$ cat src/rtl/serial_7seg_receiver.sv
// Display-link receiver: synchronizes data/clk/latch, deserializes NUM_DIGITS bytes per frame.
// Optional seven-segment decode of the latched bytes is built when SERIAL_7SEG_DECODE_EN is defined.
module serial_7seg_receiver #(
  parameter int NUM_DIGITS  = 6,
  parameter int SYNC_STAGES = 2
) (
  input  logic                    i_clk,
  input  logic                    i_reset,
  input  logic                    i_serial_data,
  input  logic                    i_serial_clk,
  input  logic                    i_serial_latch,
  output logic [NUM_DIGITS*8-1:0] o_digits,
  output logic                    o_frame_valid,
  output logic                    o_frame_err,
`ifdef SERIAL_7SEG_DECODE_EN
  output logic [NUM_DIGITS*4-1:0] o_bcd,
  output logic                    o_seg_err,
`endif
  output logic [7:0]              o_frame_cnt
);

  localparam int N  = NUM_DIGITS * 8;
  localparam int CW = $clog2(N + 2);
  localparam logic [CW-1:0] FULL_CNT = CW'(N);
  localparam logic [CW-1:0] SAT_CNT  = CW'(N + 1);

  typedef enum logic [1:0] {
    ST_IDLE  = 2'd0,
    ST_SHIFT = 2'd1,
    ST_LATCH = 2'd2
  } state_t;

  state_t                 state_r;
  logic [SYNC_STAGES-1:0] data_sync_r;
  logic [SYNC_STAGES-1:0] clk_sync_r;
  logic [SYNC_STAGES-1:0] latch_sync_r;
  logic                   clk_prev_r;
  logic                   latch_prev_r;
  logic [N-1:0]           shift_r;
  logic [CW-1:0]          cnt_r;

  logic                   data_s;
  logic                   clk_rise_s;
  logic                   latch_rise_s;
  logic [N-1:0]           shift_next_s;
  logic [CW-1:0]          cnt_inc_s;

  // Synchronizer chains plus one edge-detect flop per control line
  always_ff @(posedge i_clk or posedge i_reset) begin
    if (i_reset) begin
      data_sync_r  <= '0;
      clk_sync_r   <= '0;
      latch_sync_r <= '0;
      clk_prev_r   <= 1'b0;
      latch_prev_r <= 1'b0;
    end else begin
      data_sync_r  <= {data_sync_r[SYNC_STAGES-2:0], i_serial_data};
      clk_sync_r   <= {clk_sync_r[SYNC_STAGES-2:0], i_serial_clk};
      latch_sync_r <= {latch_sync_r[SYNC_STAGES-2:0], i_serial_latch};
      clk_prev_r   <= clk_sync_r[SYNC_STAGES-1];
      latch_prev_r <= latch_sync_r[SYNC_STAGES-1];
    end
  end

  // Edge detection, next shift value and saturating bit count
  always_comb begin
    data_s       = data_sync_r[SYNC_STAGES-1];
    clk_rise_s   = clk_sync_r[SYNC_STAGES-1] & ~clk_prev_r;
    latch_rise_s = latch_sync_r[SYNC_STAGES-1] & ~latch_prev_r;
    shift_next_s = {shift_r[N-2:0], data_s};
    if (cnt_r == SAT_CNT) begin
      cnt_inc_s = SAT_CNT;
    end else begin
      cnt_inc_s = cnt_r + CW'(1);
    end
  end

`ifdef SERIAL_7SEG_DECODE_EN
  logic [NUM_DIGITS*4-1:0] bcd_s;
  logic                    seg_err_s;

  // Returns {invalid, value}; the dp bit is ignored
  function automatic logic [4:0] seg_decode(input logic [7:0] seg);
    logic [4:0] res;
    case (seg[6:0])
      7'h3F:   res = 5'h00;
      7'h06:   res = 5'h01;
      7'h5B:   res = 5'h02;
      7'h4F:   res = 5'h03;
      7'h66:   res = 5'h04;
      7'h6D:   res = 5'h05;
      7'h7D:   res = 5'h06;
      7'h07:   res = 5'h07;
      7'h7F:   res = 5'h08;
      7'h6F:   res = 5'h09;
      default: res = 5'h1F;
    endcase
    return res;
  endfunction

  // Decode every byte of the shift register; captured only on a good frame
  always_comb begin
    logic [4:0] dec_s;
    bcd_s     = '0;
    seg_err_s = 1'b0;
    dec_s     = 5'h00;
    for (int k = 0; k < NUM_DIGITS; k++) begin
      dec_s            = seg_decode(shift_r[8*k +: 8]);
      bcd_s[4*k +: 4]  = dec_s[3:0];
      seg_err_s        = seg_err_s | dec_s[4];
    end
  end
`endif

  // Frame FSM: shift on clk edges, judge the bit count in the single LATCH cycle
  always_ff @(posedge i_clk or posedge i_reset) begin
    if (i_reset) begin
      state_r       <= ST_IDLE;
      shift_r       <= '0;
      cnt_r         <= '0;
      o_digits      <= '0;
      o_frame_valid <= 1'b0;
      o_frame_err   <= 1'b0;
      o_frame_cnt   <= 8'd0;
`ifdef SERIAL_7SEG_DECODE_EN
      o_bcd         <= '0;
      o_seg_err     <= 1'b0;
`endif
    end else begin
      o_frame_valid <= 1'b0;
      o_frame_err   <= 1'b0;
      case (state_r)
        ST_IDLE, ST_SHIFT: begin
          if (clk_rise_s) begin
            shift_r <= shift_next_s;
            cnt_r   <= cnt_inc_s;
          end
          if (latch_rise_s) begin
            state_r <= ST_LATCH;
          end else if (clk_rise_s) begin
            state_r <= ST_SHIFT;
          end else begin
            state_r <= state_r;
          end
        end
        ST_LATCH: begin
          if (cnt_r == FULL_CNT) begin
            o_digits      <= shift_r;
            o_frame_valid <= 1'b1;
            o_frame_cnt   <= o_frame_cnt + 8'd1;
`ifdef SERIAL_7SEG_DECODE_EN
            o_bcd         <= bcd_s;
            o_seg_err     <= seg_err_s;
`endif
          end else begin
            o_frame_err <= 1'b1;
          end
          // A clk edge here already belongs to the next frame
          if (clk_rise_s) begin
            shift_r <= shift_next_s;
            cnt_r   <= CW'(1);
          end else begin
            cnt_r   <= '0;
          end
          state_r <= ST_IDLE;
        end
        default: begin
          state_r <= ST_IDLE;
        end
      endcase
    end
  end

endmodule

$ cat config.mk
export PLATFORM = sky130hd
export DESIGN_NAME = serial_7seg_receiver
export DESIGN_NICKNAME = d
export VERILOG_FILES = /design/src/rtl/serial_7seg_receiver.sv
export SDC_FILE = /design/constraint.sdc
export NUM_CORES = 1
export LEC_CHECK = 0
export BUFFER_PORTS_ARGS = -buffer_cell sky130_fd_sc_hd__buf_4
export CAP_MARGIN = 20
export CORE_UTILIZATION = 50
export CTS_BUF_LIST = sky130_fd_sc_hd__clkbuf_4 sky130_fd_sc_hd__clkbuf_8
export DETAILED_ROUTE_END_ITERATION = 8
export PLACE_DENSITY = 0.7
export SYNTH_ARGS = -nofsm -noshare
export SYNTH_HDL_FRONTEND = slang
export SYNTH_SLANG_ARGS = --single-unit
$ cat constraint.sdc
create_clock -name i_clk -period 11.7 [get_ports i_clk]
set_input_delay 2.34 -clock i_clk [delete_from_list [all_inputs] [get_ports i_clk]]
set_output_delay 2.34 -clock i_clk [all_outputs]
set_load 0.05 [all_outputs]
==> results.toml <==
[setup_path]
crit_buf_inv = 1
reg2reg_from = "cnt_r[0]$_DFFE_PP0P_"
critical_path_depth = 1
crit_chain = "buf_4"
worstSetupPathType = "flop to primary output"
cp.required_ns = 9.36
crit_path_start = "o_frame_cnt[2]$_DFFE_PP0P_"
cp-end-kind = "primary output"
cp.arrival_ns = 1.08
cp_max_fo = 6
crit_path_max_incr_delay_ns = 0.43
crit_slowest_cell = "dfrtp_1"
rr_worst_depth = 5
path_delay_family = "flip-flops"
cp-start-kind = "flop"

[min_path]
min_from = "latch_sync_r[0]$_DFF_PP0_"
hold_depth = 0
hp-class = "flop to flop"

[die]
rows = 35
dieArea_um2 = 10300
die_height_um = 102
initial_core_util_pct = 52.6
core_area_um2 = 9420
ioPinCount = 63
die_width_um = 102

[clock_network]
cts.sinks = 122
root_buffer = "clkbuf_8"
worstSkewPairLatency_ns = 0.42
cts_max_level = 4
cts_buffer_depth = 2
post_cts_resized = 0
cts_tree = "yes"
cts_buffers = 17
post-cts-setup-buffers = 0
holdBufCountCts = 0
clkSlewWorstSetupHoldPaths_ns = 0.07

[power_and_ir_drop]
p_sw_share_pct = 24.0
peakVddDrop_v = 0.0000917
pwr-share-comb_pct = 6.1
pwr-share-seq_pct = 51.5
leakage_nw = 2.96
power.switching_w = 0.000221
p_int_w = 0.000701
power_density_nw_per_um2 = 157
clock_power_share_pct = 42.4

[place]
pre_cts_ws_ns = 7.84
port_buffers = 62
dp_hpwl_mm = 4.58
gp_congestion = 0.813

[sta]
setup_ws_ns = 8.28
post-route-period-util_pct = 29.2
whs_ns = 0.350
fin_crit_ns = 3.42
slew_viol_final = 0
tightest_slew_ns = 0.969
setup_viol = 0
hold_viol_final = 0
relSlewSlack_pct = 35.4
max_freq_ghz = 0.292
rsz0062_at_grt = "false"
fin_skew_ns = 0.0118
finalSetupTns_ns = 0

[synth]
synth_fp_nets = 308
syn_area_per_cell_um2 = 16.6
synthCells = 299
synth_top_family_by_area = "multiplexers"
syn-cell-area_um2 = 4950
synth_compound_area_share_pct = 1.49
synth.distinct_cells = 37
synth_warnings = 0
ys_ff_latch = 122
ys_seq_area_share_pct = 61.6
synth_fa_ha_area_share_pct = 1.01
synthMuxAreaShare_pct = 25.9
synth-xor-area-share_pct = 1.24
yosys.area_share.simple_pct = 4.77

[finish]
layout-drive-gt1-share_pct = 51.8
seq_area_um2 = 3050
multi_input_area_um2 = 1710
n_antenna_cell = 0
fill_cells = 718
synthToLayoutAreaGrowth_pct = 18.8
nets = 378

[global_routing]
grt_pass1_wl_mm = 12.6
grt_max_degree = 82
grt_pass1_vias = 2501
antenna_found_initial = 0
grt_usage_pct = 16.4
overflow = 0

[routing]
drt_wl_total_mm = 7.64
drt-initial-drc-count = 139
routedWlPerCell_um = 14.9
vias = 2544
via_per_inst = 4.98
drc = 0
firstDrtPassIters = 4
ant_nets = 0

[flow_run]
maxCapViolCount = 0

[status]
status = "finished, final reports clean"
## power by group through the flow
| stage | sequential [W] | combinational [W] | clock [W] |
|---|---|---|---|
| detailed placement | 0.000483 | 0.0000552 | 0 |
| global route | 0.000479 | 0.0000629 | 0.000421 |
| finish | 0.000475 | 0.0000560 | 0.000391 |
| global placement | 0.000482 | 0.0000532 | 0 |
| CTS | 0.000475 | 0.0000556 | 0.000401 |
| floorplan | 0.000475 | 0.0000468 | 0 |
## Yosys cell counts
cell       number  area share, %
mux2_4         48             15
or3b_1          1           0.18
nand2_1         7           0.53
and2_2          1           0.15
o31ai_1         1           0.15
buf_12          7            2.8
a21boi_1        1           0.15
nand2b_1        1           0.13
and2_4          1           0.18
nor3b_1         2           0.30
and3b_1         1           0.18
nor2_1          2           0.15
inv_1           4           0.30
nor2b_1         3           0.38
a221oi_1        1           0.18
dfrtp_1       122             62
a21oi_1         1           0.10
mux2i_1         1           0.20
a31oi_1         2           0.25
nand4bb_1       1           0.23
ha_1            4            1.0
and2_1          1           0.13
buf_6           1           0.23
and4_1          1           0.18
nor3_1          1           0.10
o21ai_0         3           0.30
mux2_2         49             11
xor2_1          1           0.18
or3_1           1           0.13
nand4_1         4           0.51
and4bb_1        1           0.25
nand3_1         7           0.71
buf_2           6           0.61
o31a_1          1           0.18
a41oi_1         1           0.18
xnor2_1         6            1.1
and3_1          3           0.38
## cells by family after synthesis
group,count (synthesis)
and+or+nand+nor,39
muxes,98
adders and majority gates,4
AOI/OAI and AO/OA,11
buffers and inverters,18
DFF,122
xor gates and xnor gates,7
## metrics by stage
stage,util (%),power [W],instance area (um2),instances
2_1_floorplan,-,0.000522,4950,299
5_1_grt,62.5,0.000963,5880,511
3_3_place_gp,57.5,0.000535,5410,477
6_report,62.5,0.000922,5880,511
4_1_cts,62.0,0.000932,5840,509
3_5_place_dp,57.5,0.000538,5410,477
## worst paths after layout
path,to,slack [ns]
min in group asynchronous,shift_r[14]$_DFFE_PP0P_,1.96
setup / recovery,o_frame_cnt[2],8.28
setup reg to reg,o_digits[45]$_DFFE_PP0P_,9.26
hold / removal,latch_sync_r[1]$_DFF_PP0_,0.35
hold reg to reg,latch_sync_r[1]$_DFF_PP0_,0.35
max in group asynchronous,shift_r[2]$_DFFE_PP0P_,8.79
## metal layers
metal	global-route usage [%]	routed length, um	vias up
met2	23.9	3540	49
met5	0	0	-
met3	6.42	306	8
li1	-	-	1202
met1	22.6	3710	1285
met4	5.35	76	0
## cell usage in the layout (no fill, tap or decap), types with 3 or more instances in the layout
master	n
clkinvlp_4	4
mux2_2	49
bufinv_16	3
nand4_1	4
xnor2_1	6
nand2_1	6
nor2b_1	3
clkbuf_8	18
o21ai_0	3
buf_4	63
dfrtp_1	122
inv_1	3
mux2_4	48
and3_1	3
clkinv_4	3
nand3_1	7
ha_1	4
## layout make-up
class | count | share of cell area (%)
sequential | 122 | 51.9
multi-input combinational | 159 | 29.0
timing repair buffer | 65 | 8.85
clock buffer | 19 | 4.34
clock inverter | 13 | 2.87
tap | 129 | 2.74
inverter | 4 | 0.298
## flip-flops by register name, indices dropped and copies added (netlist names)
register / cells
clk_sync_r: 2
o_frame_err: 1
o_frame_valid: 1
clk_prev_r: 1
data_sync_r: 2
o_digits: 48
shift_r: 48
o_frame_cnt: 8
latch_prev_r: 1
cnt_r: 6
latch_sync_r: 2
state_r: 2
No activity file was read; power rests on OpenSTA's default activity.
